$ cat src/rtl/wb_port_arbiter.sv
// Writeback port arbiter: shares the single register-file write port between
// the pipeline writeback and an auxiliary multi-cycle unit (mul/div).
//
// Ports:
//   clk, clr                 clock and synchronous active-high reset
//   pipe_valid/flush/rd/wdata pipeline writeback request
//   pipe_stall               registered: pipeline must hold its request
//   aux_req/rd/wdata         auxiliary request, held until aux_ack
//   aux_ack                  combinational: aux request consumed this cycle
//   rf_wb                    registered write bus {we, data[31:0], addr[4:0]}
//
// Build option: define WB_ARB_STARVE_GUARD_EN to force the aux request onto
// the port after STARVE_LIMIT consecutive contended cycles. Without it the
// pipeline has strict priority and pipe_stall is tied low.

module wb_port_arbiter #(
    parameter int unsigned STARVE_LIMIT = 4
) (
    input  logic        clk,
    input  logic        clr,
    input  logic        pipe_valid,
    input  logic        pipe_flush,
    input  logic [4:0]  pipe_rd,
    input  logic [31:0] pipe_wdata,
    output logic        pipe_stall,
    input  logic        aux_req,
    input  logic [4:0]  aux_rd,
    input  logic [31:0] aux_wdata,
    output logic        aux_ack,
    output logic [37:0] rf_wb
);

    if (STARVE_LIMIT < 1 || STARVE_LIMIT > 7) begin : g_limit_chk
        $error("wb_port_arbiter: STARVE_LIMIT must be 1..7");
    end

    // A flushed pipeline request is neither written nor contending.
    logic pipe_eff;
    assign pipe_eff = pipe_valid & ~pipe_flush;

    logic take_pipe;
    logic take_aux;

`ifdef WB_ARB_STARVE_GUARD_EN

    localparam logic [0:0] NORMAL    = 1'b0;
    localparam logic [0:0] FORCE_AUX = 1'b1;
    localparam logic [2:0] LIMIT     = 3'(STARVE_LIMIT);

    logic [0:0] state_q, state_d;
    logic [2:0] wait_cnt_q, wait_cnt_d;
    logic       stall_q, stall_d;
    logic [2:0] cnt_inc;

    assign cnt_inc = wait_cnt_q + 3'd1;

    always_comb begin
        take_pipe  = 1'b0;
        take_aux   = 1'b0;
        state_d    = state_q;
        wait_cnt_d = wait_cnt_q;
        stall_d    = stall_q;
        if (state_q == FORCE_AUX) begin
            // Pipeline is stalled: flush is ignored, its request stays held.
            // A withdrawn aux request simply writes nothing.
            take_aux   = aux_req;
            state_d    = NORMAL;
            stall_d    = 1'b0;
            wait_cnt_d = 3'd0;
        end else if (pipe_eff) begin
            take_pipe = 1'b1;
            if (aux_req) begin
                wait_cnt_d = cnt_inc;
                if (cnt_inc == LIMIT) begin
                    state_d = FORCE_AUX;
                    stall_d = 1'b1;
                end
            end else begin
                wait_cnt_d = 3'd0;
            end
        end else begin
            take_aux   = aux_req;
            wait_cnt_d = 3'd0;
        end
    end

    always_ff @(posedge clk) begin
        if (clr) begin
            state_q    <= NORMAL;
            wait_cnt_q <= 3'd0;
            stall_q    <= 1'b0;
        end else begin
            state_q    <= state_d;
            wait_cnt_q <= wait_cnt_d;
            stall_q    <= stall_d;
        end
    end

    assign pipe_stall = stall_q;

`else

    always_comb begin
        take_pipe = pipe_eff;
        take_aux  = ~pipe_eff & aux_req;
    end

    assign pipe_stall = 1'b0;

`endif

    // Reset consumes nothing, so the handshake is masked during clr.
    assign aux_ack = take_aux & ~clr;

    logic [37:0] rf_wb_q, rf_wb_d;

    // Writes to r0 still update data/address but never assert the enable.
    always_comb begin
        rf_wb_d = {1'b0, rf_wb_q[36:0]};
        if (take_pipe) begin
            rf_wb_d = {|pipe_rd, pipe_wdata, pipe_rd};
        end else if (take_aux) begin
            rf_wb_d = {|aux_rd, aux_wdata, aux_rd};
        end
    end

    always_ff @(posedge clk) begin
        if (clr) begin
            rf_wb_q <= 38'd0;
        end else begin
            rf_wb_q <= rf_wb_d;
        end
    end

    assign rf_wb = rf_wb_q;

endmodule

$ cat config.mk
export PLATFORM = sky130hd
export DESIGN_NAME = wb_port_arbiter
export DESIGN_NICKNAME = d
export VERILOG_FILES = /design/src/rtl/wb_port_arbiter.sv
export SDC_FILE = /design/constraint.sdc
export NUM_CORES = 1
export LEC_CHECK = 0
export CAP_MARGIN = 20
export CELL_PAD_IN_SITES_DETAIL_PLACEMENT = 1
export CELL_PAD_IN_SITES_GLOBAL_PLACEMENT = 1
export CORE_MARGIN = 4
export CORE_UTILIZATION = 25
export CTS_CLUSTER_SIZE = 20
export DETAILED_ROUTE_END_ITERATION = 8
export PLACE_DENSITY_LB_ADDON = 0.15
export SYNTH_ARGS = -nofsm -noshare
export SYNTH_HDL_FRONTEND = slang
export SYNTH_SLANG_ARGS = --single-unit
$ cat constraint.sdc
create_clock -name clk -period 1.59 [get_ports clk]
set_clock_uncertainty 0.2 [all_clocks]
set_input_delay 0.318 -clock clk [delete_from_list [all_inputs] [get_ports clk]]
set_output_delay 0.318 -clock clk [all_outputs]
set_load 0.03 [all_outputs]
# Word level (Yosys, flattened, before mapping)
# Index checks and enable logic that the tools add are counted.
# W data, S select, Z words.
[totals] regBits=38 latch_bits=0 mem_bits_rw=0 mem_bits_ro=0 input_bits=79 output_inout_bits=40 wordCells=13 n_memories=0
[classes] n_addsub=0 n_mul=0 n_div=0 n_lt_le_gt_ge=0 eq_ne=0 shift=0 muxes=2 n_bitwise=6 n_reduce_logical=3
[ops] op="$mux W38" n=2
[ops] op="$reduce_or A5 Y1" n=2
[ops] op="$and A1 B1 Y1" n=3
[ops] op="$not A1 Y1" n=3
[ops] op="$reduce_bool A2 Y1" n=1

# Logic depth before layout (Yosys ltp)
[depth] depth_word=6 depth_mapped=5

# Least setup slack after synthesis
# Ideal clock, no wire load.
[synth_timing] path_type="input -> output" from="input port pipe_flush" to="output port aux_ack" t_arrival_ns=1.033 slack_ns=0.039 stages=4 path_cell_list="nand2b_1 -> buf_2 -> buf_2 -> and3b_1"
[synth_via] elab_chain_cells=5
[synth_rtl] element="start: declaration" line="22" source="input logic pipe_flush,"
[synth_rtl] element="$not A1 Y1" line="39" source="assign pipe_eff = pipe_valid & ~pipe_flush;"
[synth_rtl] element="$and A1 B1 Y1" line="39"
[synth_rtl] element="$not A1 Y1" line="105" source="take_aux = ~pipe_eff & aux_req;"
[synth_rtl] element="$and A1 B1 Y1" line="105"
[synth_rtl] element="$and A1 B1 Y1" line="113" source="assign aux_ack = take_aux & ~clr;"
[synth_rtl] element="end: declaration" line="29" source="output logic aux_ack,"
# Every way passes these cells.

# Worst setup path after layout
# Ends and elaborated chain as after synthesis.

==> flow_summary.ini <==
[power_and_ir_drop]
total_leakage_power_nw = 1.40
power.density_cell_area_mw_per_mm2 = 772
irDropWorstVdd_uv = 307

[outcome]
status = completed

[placed_design]
detailed_place.area_mm2 = 0.00305
hpwlAfterDp_um = 4380
portBuffers = 117
finalWeightedCongestion = 0.709
placement.setup.worst_slack_ns = -0.291

[synthesis]
synth_top_family_by_area = multiplexers
synth_seq_cells = 38
post_synth_xor_area_fraction_pct = 0
yosys.area.top_type = sky130_fd_sc_hd__dfxtp_1
synthDistinctLibCells = 18
ys_top_cells_by_area = sky130_fd_sc_hd__dfxtp_1 43%, sky130_fd_sc_hd__mux2i_1 21%, sky130_fd_sc_hd__a211oi_1 16%
synth_common_cells = 38 x sky130_fd_sc_hd__dfxtp_1, 37 x sky130_fd_sc_hd__a211oi_1, 37 x sky130_fd_sc_hd__mux2i_1, 37 x sky130_fd_sc_hd__nor2_1, 6 x sky130_fd_sc_hd__buf_2
synth_largest_type_area_fraction_pct = 43.4
synth-edff-count = 0
postSynth.topFlopCell = sky130_fd_sc_hd__dfxtp_1
synthArstFlopShare_pct = 0
yosysWarningCount = 0
synth_adder_area_share_pct = 0
synth_cells = 176
muxShareOfSynthArea_pct = 21.1
synth_compound_gate_area_share_pct = 17.0
synth_simple_gate_area_share_pct = 9.64
synth.most_common_cell = sky130_fd_sc_hd__dfxtp_1
synth-seq-area-share_pct = 43.4
post_synth_instance_area_mm2 = 0.00175
syn_nets = 255
synthesis.area_per_instance_um2 = 9.96

[worst_setup_path]
worstPathRequired_ns = 1.07
r2r_end = rf_wb[1]
worstSetupEndpointType = output port
setup.worst_path.class = in2out
timing.reg2reg.setup_slack_ns = 0.58
cpMaxStageDelayCell = sky130_fd_sc_hd__dlygate4sd2_1
startpoint_type = primary input
critical_path.n_buffers_inverters = 2
timing.critical_path.max_delay_family = buffers and inverters
worst_r2r_path_depth = 2
worstPathCellList = dlygate4sd2_1, nand2b_4, and3b_2, buf_12
crit-reg2reg-launch = rf_wb[1]
timing.critical_path.fanout_max = 2
delay_of_the_slowest_cell_on_the_worst_path_ns = 0.23
critPathArrivalTime_ns = 1.04

[worst_hold_path]
worstHoldEndpoint = rf_wb[2]
worstHoldPathType = in2reg
worstHoldPathCells = 3
hold_path_startpoint = pipe_rd[2]

[sta]
fin_crit_ns = 1.56
hold_ws_ns = 0.187
post_route_setup_tns_ns = 0
finalMaxSlewViolations = 0
timing_hold_violations_final = 0
max_freq_mhz = 642
finalSetupViolCount = 0
rsz0062_at_grt = false
fin_ws_ns = 0.0335
timing.final.crit_share_pct = 97.9

[cts]
cts-htree-levels = 2
worst_skew_pair_later_pin_latency_ns = 0.28
cts_root_buf = sky130_fd_sc_hd__clkbuf_8
ctsHoldBuffers = 0
number_of_buffers_on_the_longest_clock_path = 2
tritoncts = done
cts_inserted_buffers = 5
clock_pin_slew_reported_for_the_worst_setup_and_hold_paths_after_clock_tree_synthesis_ns = 0.07
tritoncts_sink_count = 38

[global_route]
grtUsageTotal_pct = 14.0
grt_antenna_before_repair = 0
grt_max_degree = 39
via_count_of_the_first_global_routing_pass = 1832
grt.overflow.total = 0
grt_first_pass_wirelength_um = 9470

[floorplan]
start_util_pct = 25.8
boundaryPins = 119
die_w_um = 91.7
die_h_um = 91.7
placement_rows = 30
coreArea_mm2 = 0.00679
design.die.area_mm2 = 0.00842

[layout]
layout_fillers = 786
num-nets-final = 377
final_area_mm2 = 0.00313
largest_register_ffs = 38
drive_gt1_share_pct = 9.73
antenna_cells_inserted = 0
area.growth.synth_to_final_pct = 78.3

[detailed_routing]
finalWirelength_um = 5900
detail_route.drc_violations = 0
post_drt_wl_per_cell_um = 15.0
avgViaCountPerCell = 4.46
route.antenna.remaining_nets = 0
starting_drc_count_in_detailed_routing = 19
via_count = 1758
drt_pass_1_iters = 4

[job]
max-cap-violations = 0
through the flow:
step | cells | power (W) | utilization [%]
CTS | 394 | 0.00246 | 45.5
floorplan | 176 | 0.00145 | -
detailed placement | 386 | 0.00187 | 44.9
finish | 394 | 0.00241 | 46.0
global placement | 386 | 0.00186 | 44.9
global route | 394 | 0.00254 | 46.0
where the power goes:
| part | internal, W | total, W | switching, W |
|---|---|---|---|
| Combinational | 0.000371 | 0.000723 | 0.000353 |
| Clock | 0.000302 | 0.000624 | 0.000322 |
| Sequential | 0.00103 | 0.00107 | 0.0000375 |
| Total | 0.00170 | 0.00241 | 0.000712 |
repair_timing:
action / 4_1_cts / 5_1_grt
endpoints found under the setup margin: 38 / 13
hold endpoints to repair: 0 / 0
pin swaps: 0 / 4
setup buffers: 1 / 0
resized for setup: 41 / 18
kinds of logic (layout without fill, tap and decap cells):
logic type / Yosys count / after routing
multiplexers: 37 / 37
buffers and inverters: 19 / 141
other: 1 / 1
AND/OR/NAND/NOR: 41 / 41
flip-flops: 38 / 38
AO/OA/AOI/OAI: 40 / 40
cell type report:
type	count	area, um^2	share of cell area, %
sequential	38	761	24.3
clock buffer	7	76.3	2.44
tap	96	120	3.84
multi-input combinational	119	853	27.3
timing repair buffer	134	1320	42.1
cell usage in the layout, fill, tap and decap left out:
cell / count
sky130_fd_sc_hd__a211oi_1: 37
sky130_fd_sc_hd__a21oi_1: 1
sky130_fd_sc_hd__and3b_2: 1
sky130_fd_sc_hd__buf_12: 4
sky130_fd_sc_hd__buf_2: 1
sky130_fd_sc_hd__buf_4: 16
sky130_fd_sc_hd__clkbuf_1: 2
sky130_fd_sc_hd__clkbuf_8: 5
sky130_fd_sc_hd__clkdlybuf4s15_1: 12
sky130_fd_sc_hd__clkdlybuf4s50_1: 69
sky130_fd_sc_hd__conb_1: 1
sky130_fd_sc_hd__dfxtp_1: 38
sky130_fd_sc_hd__dlygate4sd2_1: 27
sky130_fd_sc_hd__dlymetal6s2s_1: 5
sky130_fd_sc_hd__mux2i_1: 37
sky130_fd_sc_hd__nand2b_4: 1
sky130_fd_sc_hd__nor2_1: 37
sky130_fd_sc_hd__o211ai_1: 1
sky130_fd_sc_hd__o21bai_1: 1
sky130_fd_sc_hd__or4_1: 1
sky130_fd_sc_hd__or4_4: 1
worst min-delay path: cells and delay by family:
| kind | cells | cell delay, ns |
|---|---|---|
| AOI/OAI and AO/OA | 1 | 0.05 |
| buffers and inverters | 1 | 0.13 |
| and+or+nand+nor | 1 | 0.11 |
worst max-delay path by stage:
stage,startpoint,end,slack [ns],cells after the start
after floorplan,pipe_flush,aux_ack,0.04,4
after global placement,aux_rd[3],rf_wb[37],-0.26,4
after detailed placement,aux_rd[3],rf_wb[37],-0.29,4
after CTS,aux_rd[3],rf_wb[37],0.02,4
after global routing,rf_wb[36],rf_wb[36],0.0001,1
final,pipe_flush,aux_ack,0.03,4
per-layer routing:
metal / track usage, % / vias up / share of wire, % / wire (um)
met2: 22.7 / 70 / 47 / 2750
li1: - / 879 / - / -
met1: 17.8 / 804 / 45 / 2630
met4: 3.34 / 0 / 0.64 / 38
met5: 0 / - / 0 / 0
met3: 5.00 / 5 / 8.1 / 477
No activity file was read; power rests on OpenSTA's default activity.
